--- config.mk ---
export PLATFORM = sky130hd
export DESIGN_NAME = key_debounce
export DESIGN_NICKNAME = d
export VERILOG_FILES = /design/src/rtl/key_debounce.sv
export SDC_FILE = /design/constraint.sdc
export NUM_CORES = 1
export LEC_CHECK = 0
export CAP_MARGIN = 5
export CORE_MARGIN = 2
export CORE_UTILIZATION = 55
export DETAILED_ROUTE_END_ITERATION = 10
export GPL_TIMING_DRIVEN = 0
export PLACE_DENSITY = 0.81
export SYNTH_ARGS = -nofsm -noshare
export SYNTH_HDL_FRONTEND = slang
export SYNTH_SLANG_ARGS = --single-unit
--- constraint.sdc ---
create_clock -name clk -period 10.48 [get_ports clk]
set_input_delay 1.048 -clock clk [delete_from_list [all_inputs] [get_ports clk]]
set_output_delay 1.048 -clock clk [all_outputs]
set_load 0.005 [all_outputs]
--- src/rtl/key_debounce.sv ---
// key_debounce
// ------------
// Conditions the raw board switch/button lines before they reach the Keyboard
// device register. Each line passes through a two-flop synchroniser. It is then
// sampled once per tick (every TICK_DIV clocks). A new level is accepted only
// after STABLE_N consecutive equal samples. A sticky per-bit change mask and a
// level interrupt let the CPU poll for key activity or take an interrupt on it.
//
// Parameters
//   WIDTH      number of key lines
//   TICK_DIV   clocks per sample tick (>= 1)
//   STABLE_N   consecutive equal samples needed to accept a level (>= 2)
//   ACTIVE_LOW invert the synchronised input before debouncing
//
// Ports
//   clk       system clock, all state on the rising edge
//   rst       asynchronous, active-high reset
//   key_raw   raw asynchronous key levels
//   clr_en    write strobe for clearing change-mask bits
//   clr_mask  bits written 1 clear the matching chg_mask bit while clr_en=1
//   key_out   debounced key levels (registered)
//   key_chg   one-cycle pulse on the cycle any key_out bit changes (registered)
//   chg_mask  sticky "changed since last clear" flags (registered)
//   key_irq   OR of chg_mask (level interrupt, driven from registers only)

module key_debounce #(
    parameter int WIDTH      = 32,
    parameter int TICK_DIV   = 4,
    parameter int STABLE_N   = 4,
    parameter bit ACTIVE_LOW = 1'b0
) (
    input  logic             clk,
    input  logic             rst,
    input  logic [WIDTH-1:0] key_raw,
    input  logic             clr_en,
    input  logic [WIDTH-1:0] clr_mask,
    output logic [WIDTH-1:0] key_out,
    output logic             key_chg,
    output logic [WIDTH-1:0] chg_mask,
    output logic             key_irq
);

    localparam int CNT_W = (TICK_DIV > 1) ? $clog2(TICK_DIV) : 1;
    localparam logic [CNT_W-1:0] CNT_LAST = CNT_W'(TICK_DIV - 1);

    logic [WIDTH-1:0] sync1_reg;
    logic [WIDTH-1:0] sync2_reg;
    logic [WIDTH-1:0] samp;
    logic [CNT_W-1:0] div_cnt_reg;
    logic [CNT_W-1:0] div_cnt_next;
    logic             tick;

    logic [WIDTH-1:0] key_out_reg;
    logic [WIDTH-1:0] key_out_next;
    logic             key_chg_reg;
    logic [WIDTH-1:0] chg_mask_reg;
    logic [WIDTH-1:0] chg_mask_next;
    logic [WIDTH-1:0] toggle_bits;

    // Two-flop synchroniser against metastability on the asynchronous pins.
    always_ff @(posedge clk or posedge rst) begin
        if (rst) begin
            sync1_reg <= '0;
            sync2_reg <= '0;
        end else begin
            sync1_reg <= key_raw;
            sync2_reg <= sync1_reg;
        end
    end

    assign samp = ACTIVE_LOW ? ~sync2_reg : sync2_reg;

    // Sample-tick divider. It wraps straight from TICK_DIV-1 to 0, so the tick
    // period is exactly TICK_DIV clocks. With TICK_DIV=1 the counter stays at 0
    // and tick is asserted on every cycle.
    assign tick         = (div_cnt_reg == CNT_LAST);
    assign div_cnt_next = tick ? '0 : div_cnt_reg + CNT_W'(1);

    always_ff @(posedge clk or posedge rst) begin
        if (rst) begin
            div_cnt_reg <= '0;
        end else begin
            div_cnt_reg <= div_cnt_next;
        end
    end

    // Per-bit sample history and accept logic. Each bit is independent. A
    // level is accepted only when the whole history window agrees, so a single
    // differing sample holds the current output.
    for (genvar gi = 0; gi < WIDTH; gi++) begin : g_bit
        logic [STABLE_N-1:0] hist_reg;

        always_ff @(posedge clk or posedge rst) begin
            if (rst) begin
                hist_reg <= '0;
            end else if (tick) begin
                hist_reg <= {hist_reg[STABLE_N-2:0], samp[gi]};
            end
        end

        assign key_out_next[gi] = (&hist_reg)  ? 1'b1 :
                                  (~|hist_reg) ? 1'b0 :
                                                 key_out_reg[gi];
    end

    assign toggle_bits = key_out_next ^ key_out_reg;

    // A new toggle takes priority over a clear issued in the same cycle, so no
    // key event can be lost.
    assign chg_mask_next = (chg_mask_reg & ~(clr_mask & {WIDTH{clr_en}})) | toggle_bits;

    always_ff @(posedge clk or posedge rst) begin
        if (rst) begin
            key_out_reg  <= '0;
            key_chg_reg  <= 1'b0;
            chg_mask_reg <= '0;
        end else begin
            key_out_reg  <= key_out_next;
            key_chg_reg  <= |toggle_bits;
            chg_mask_reg <= chg_mask_next;
        end
    end

    assign key_out  = key_out_reg;
    assign key_chg  = key_chg_reg;
    assign chg_mask = chg_mask_reg;
    assign key_irq  = |chg_mask_reg;

endmodule

==> metrics.md, run 1 <==
| Metric | Value |
|---|---|
| # setup viols final | 0 |
| Drc violations | 0 |
| Register-to-register setup slack | 8.73 ns |
| CTS clk-pin slew, worst paths | 0.06 ns |
| Synth-to-Final Area Change | 25.7% |
| Ranking of synthesized cells by area | dfrtp_1 64%, mux2_2 14%, nand2b_1 3.5%, a21oi_1 3.2%, a21o_1 2.3% |
| GRT Total Usage | 20.1% |
| Largest register FFs | 128 |
| Post-Layout Cell Count | 1162 |
| Port bufs | 132 |
| CTS Hold Bufs | 0 |
| Sequential area share after synthesis | 64.5% |
| Initial Utilization | 56.0% |
| # IOs | 133 |
| # clock sinks | 259 |
| Multi-input logic area | 3370 um^2 |
| Final ANT Viol Nets | 0 |
| Core Footprint | 18000 um^2 |
| H-Tree Depth | 1 |
| VDD IR-drop max | 0.180 mV |
| Slowest stage cell, crit path | nor4_1 |
| Final worst-path cycle share | 34.0% |
| Routability cong. | 0.795 |
| Synth Register Bits | 259 |
| Vias in the first global route | 6405 |
| CTS Buf Count | 27 |
| # fillers | 1286 |
| Routed wire length | 19000 um |
| Clock Latency Late Sink | 0.53 ns |
| Start of the worst register-to-register path | key_out[5]$_DFF_PP0_ |
| Pwr dens | 180 nW/um^2 |
| Die Ht | 139 um |
| FMAX | 0.281 GHz |
| Clock Tree Buf Depth | 3 |
| CP Capture Type | output pin |
| Chip Width | 139 um |
| Via density | 5.42 |
| Via Count | 6293 |
| Register area | 6480 um^2 |
| Count of pins over their slew limit | 0 |
| Mean post-synth cell area | 13.4 um^2 |
| Die area | 19400 um^2 |
| DRT Pass-1 Iters | 4 |
| Finished Core Util | 70.3% |
| ANT cells | 0 |
| CTS tree | yes |
| RSZ-0062 raised after global routing | no |
| First-pass GRT wire length | 31800 um |
| Buf/Inv on CP | 1 |
| Arr. time, crit path | 2.51 ns |
| Row count | 49 |
| Top cell type's share of synthesized area | 64.5% |
| First DRT Iteration DRCs | 264 |
| Hold Fails Final Rpt | 0 |
| Gr ovfl total | 0 |
| Worst slack at placement | 7.43 ns |
| Crit-path leading delay family | simple AND/OR/NAND/NOR gates |
| Post_cts resized | 0 |
| Worst hold start | sync1_reg[26]$_DFF_PP0_ |
| Initial antenna violation count | 0 |
| Min cycle time layout | 3.56 ns |
| Critical path fanouts, max | 3 |
| Yosys warning total | 0 |
| Worst Skew | 0.0116 ns |
| Max Cap Viol | 0 |
| Cell chain of the critical path | nor4_1, nand4_1, or2_2, clkdlybuf4s50_1 |
| Routed wire per std cell | 16.4 um |
| Least-Margin Pin Slew | 0.703 ns |
| Hold Path Class | reg -> reg |
| Detail Placement HPWL | 13000 um |
| Root buffer cell | clkbuf_16 |
| Critical path launch point type | register |
| Synth area leader | dfrtp_1 |
| Leakage power | 5.49 nW |
| Syn_nets | 817 |
| Synth unique cells | 25 |
| Setup ws final | 6.92 ns |
| Postcts setup bufs | 0 |
| Status | complete, no violations |
| Share of post-route cells with drive strength above 1 | 22.8% |
| Slew margin rel. | 52.7% |
| Worst Path Required | 9.43 ns |
| CP Launch Point | chg_mask[6]$_DFF_PP0_ |
| Mapped Area | 10100 um^2 |
| Type of the worst setup path | reg -> out |
| Synth Instances | 749 |
| Min Hold Slack | 0.344 ns |
| Largest net degree at the start of global routing | 117 |
| Inst Count DP | 1112 |
| # nets final | 980 |
| Largest stage delay, worst path | 0.46 ns |
-- path summary, 6_finish.rpt --
check,to,cells past startpoint
max,key_irq,4
min,samp[26]$_DFF_PP0_,0
max reg2reg,key_chg$_DFF_PP0_,5
min reg2reg,samp[26]$_DFF_PP0_,0
max in group asynchronous,g_bit[29].hist_reg[1]$_DFFE_PP0P_,4
min in group asynchronous,sync1_reg[8]$_DFF_PP0_,2
-- synthesized netlist by cell type, drive strengths merged --
master / number
a21o: 32
a21oi: 64
buf: 14
clkbuf: 3
dfrtp: 259
ha: 1
inv: 33
mux2: 128
nand2: 32
nand2b: 56
nand3: 32
nand4: 4
nor2: 1
nor4: 16
o22ai: 32
or2: 2
or2b: 8
or3: 32
-- metal layers --
layer	part of all wire [%]	vias up	track usage (%)
li1	-	2987	-
met4	3.3	0	6.80
met2	48	113	32.9
met5	0	-	0
met1	44	3148	27.0
met3	5.0	45	4.25
-- worst register-to-register path, cell delays in order, from the launching register on --
cell and delay (ns):
dfrtp_1 0.42, or2b_1 0.17, o22ai_1 0.12, nor4_1 0.41
nand4_1 0.24, or2_1 0.28
-- where the power goes --
| part | leakage, nW | internal (W) | switching [W] |
|---|---|---|---|
| combinational | 1.91 | 0.000121 | 0.0000787 |
| sequential | 3.12 | 0.00106 | 0.0000518 |
| clock | 0.457 | 0.000580 | 0.000379 |
| total | 5.49 | 0.00176 | 0.000510 |
-- layout by cell type (no fill, tap or decap), drive strengths merged, types with 34 or more instances in the layout --
cell type / Yosys / final
inv: 33 / 34
clkdlybuf4s50: 0 / 132
clkbuf: 3 / 43
mux2: 128 / 128
a21oi: 64 / 64
dfrtp: 259 / 259
nand2b: 56 / 56
-- cell families after synthesis --
group / share of synthesized area (%)
flip-flops: 64.5
AND/OR/NAND/NOR: 10.8
AO/OA/AOI/OAI: 8.29
multiplexers: 14.3
buffers and inverters: 2.04
adder cells (fa/ha/maj): 0.124
-- layout make-up --
class                           instances  share of cell area [%]
Sequential cell                       259                    51.3
Multi-Input combinational cell        440                    26.7
Timing Repair Buffer                  134                    10.9
Clock buffer                           40                    6.37
Tap cell                              229                    2.27
Inverter                               33                    1.04
Clock inverter                         10                   0.851
Buffer                                 17                   0.644
-- stage by stage --
stage | TNS, ns | area (um^2) | total power (W)
after floorplan | 0 | 10100 | 0.00122
after global placement | -167.22 | 11700 | 0.00132
after detailed placement | 0 | 11700 | 0.00133
after CTS | 0 | 12600 | 0.00230
after global routing | 0 | 12600 | 0.00237
final | 0 | 12600 | 0.00227
No activity file was read; power rests on OpenSTA's default activity.
==> run 2: changes to the inputs <==
==> constraint.sdc (replaced) <==
create_clock -name clk -period 3.7 [get_ports clk]
set_input_delay 0.37 -clock clk [delete_from_list [all_inputs] [get_ports clk]]
set_output_delay 0.37 -clock clk [all_outputs]
set_load 0.005 [all_outputs]
==> run 2 against run 1 <==
Utilization increased by 0.52 points; setup slack lost 6.0 ns; clock skew increased by 0.0030 ns; critical path type unchanged.
==> metrics.md, run 2 (same netlist as run 1, synthesis figures left out) <==
| Metric | Value |
|---|---|
| Commonest non-fill, non-tap cell in the layout | dfrtp_1 |
| Routed wire per std cell | 16.7 um |
| Hold Path Class | in -> reg |
| Drc violations | 0 |
| First-pass GRT wire length | 32900 um |
| Leakage power | 5.53 nW |
| CTS clk-pin slew, worst paths | 0.06 ns |
| Routability cong. | 0.795 |
| CP Capture Type | output pin |
| # clock sinks | 259 |
| Flop pwr share | 48.1% |
| Hold Fails Final Rpt | 0 |
| Min cycle time layout | 2.82 ns |
| Worst Skew | 0.0146 ns |
| Critical path fanouts, max | 3 |
| # fillers | 1205 |
| Via Count | 6265 |
| Initial Utilization | 56.0% |
| Count of pins over their slew limit | 0 |
| Placed cell area | 11800 um^2 |
| Post-Layout Cell Count | 1163 |
| Clock Tree Buf Depth | 3 |
| Most frequent cells in the layout | 259 x dfrtp_1, 132 x clkdlybuf4s50_1, 128 x mux2_2 |
| Max Cap Viol | 0 |
| Postcts setup bufs | 0 |
| # IOs | 133 |
| Worst Path Required | 3.33 ns |
| Min Hold Slack | 0.280 ns |
| Final ANT Viol Nets | 0 |
| Register area | 6480 um^2 |
| Die area | 19400 um^2 |
| Switching Fraction | 21.8% |
| Synth-to-Final Area Change | 26.6% |
| Routed wire length | 19400 um |
| Multi-input logic area | 3370 um^2 |
| Status | complete, no violations |
| Via density | 5.39 |
| DRT Pass-1 Iters | 4 |
| Detail Placement HPWL | 13600 um |
| Final worst-path cycle share | 76.2% |
| # setup viols final | 0 |
| Share of post-route cells with drive strength above 1 | 23.1% |
| ANT cells | 0 |
| Post_cts resized | 0 |
| Chip Width | 139 um |
| Least-Margin Pin Slew | 0.893 ns |
| Root buffer cell | clkbuf_16 |
| Gr ovfl total | 0 |
| # nets final | 984 |
| Arr. time, crit path | 2.45 ns |
| Psw | 0.00144 W |
| Critical path launch point type | register |
| CTS tree | yes |
| Row count | 49 |
| Largest net degree at the start of global routing | 45 |
| H-Tree Depth | 1 |
| Die Ht | 139 um |
| Type of the worst setup path | reg -> out |
| CTS Hold Bufs | 0 |
| Port bufs | 132 |
| Pwr dens | 516 nW/um^2 |
| Slew margin rel. | 40.3% |
| Combinational power share | 8.7% |
| FMAX | 0.355 GHz |
| RSZ-0062 raised after global routing | no |
| Inst Count DP | 1116 |
| Clock Latency Late Sink | 0.52 ns |
| Setup_tns | 0 ns |
| Clock share of power | 43.2% |
| Design Area, Final | 12700 um^2 |
| Largest register FFs | 128 |
| Core Footprint | 18000 um^2 |
| Vias in the first global route | 6514 |
| First DRT Iteration DRCs | 310 |
| Initial antenna violation count | 0 |
| VDD IR-drop max | 0.509 mV |
| GRT Total Usage | 20.7% |
| Internal | 0.00514 W |
| CTS Buf Count | 27 |
run 2: per-stage QoR:
step	total power (W)	utilization (%)	worst slack, ns
final	0.00657	70.9	0.881
after global placement	0.00375	64.9	-1.83
after CTS	0.00665	70.9	0.805
after global routing	0.00683	70.9	0.769
after detailed placement	0.00379	65.6	1.35
after floorplan	0.00345	-	-0.0836
run 2: power groups by stage:
stage	logic [W]	registers, W	clock network [W]
after floorplan	0.000276	0.00318	0
after global routing	0.000631	0.00319	0.00301
final	0.000573	0.00316	0.00284
after CTS	0.000585	0.00316	0.00290
after detailed placement	0.000581	0.00321	0
after global placement	0.000548	0.00320	0
run 2: layer usage:
layer	GRT usage, %	wire length [um]	up-vias
met5	0	0	-
met4	5.42	497	0
met3	3.66	691	32
met2	35.3	9870	106
met1	28.0	8380	3152
li1	-	-	2975
run 2: critical path: stages, from the launching register on:
cell and delay, ns:
dfrtp_1 0.40, nor4_1 0.64, nand4_1 0.14, or2_2 0.30
clkdlybuf4s50_1 0.45
run 2: path summary, 6_finish.rpt:
| path | startpoint | endpoint | slack, ns | depth (start not counted) |
|---|---|---|---|---|
| worst min register to register | sync1_reg[18]$_DFF_PP0_ | samp[18]$_DFF_PP0_ | 0.35 | 0 |
| worst min-delay path | key_raw[23] | sync1_reg[23]$_DFF_PP0_ | 0.28 | 1 |
| worst max register to register | g_bit[30].hist_reg[2]$_DFFE_PP0P_ | key_chg$_DFF_PP0_ | 1.88 | 5 |
| worst max-delay path | chg_mask[30]$_DFF_PP0_ | key_irq | 0.88 | 4 |
| min in group asynchronous | rst | sync1_reg[20]$_DFF_PP0_ | 0.37 | 2 |
| max in group asynchronous | rst | g_bit[5].hist_reg[1]$_DFFE_PP0P_ | 2.35 | 4 |
run 2: area by class of cell:
class | count | share of cell area (%)
Clock buffer | 35 | 5.94
Tap cell | 229 | 2.25
Buffer | 17 | 0.639
Timing Repair Buffer | 138 | 11.3
Sequential cell | 259 | 50.9
Clock inverter | 12 | 1.48
Multi-Input combinational cell | 440 | 26.5
Inverter | 33 | 1.00
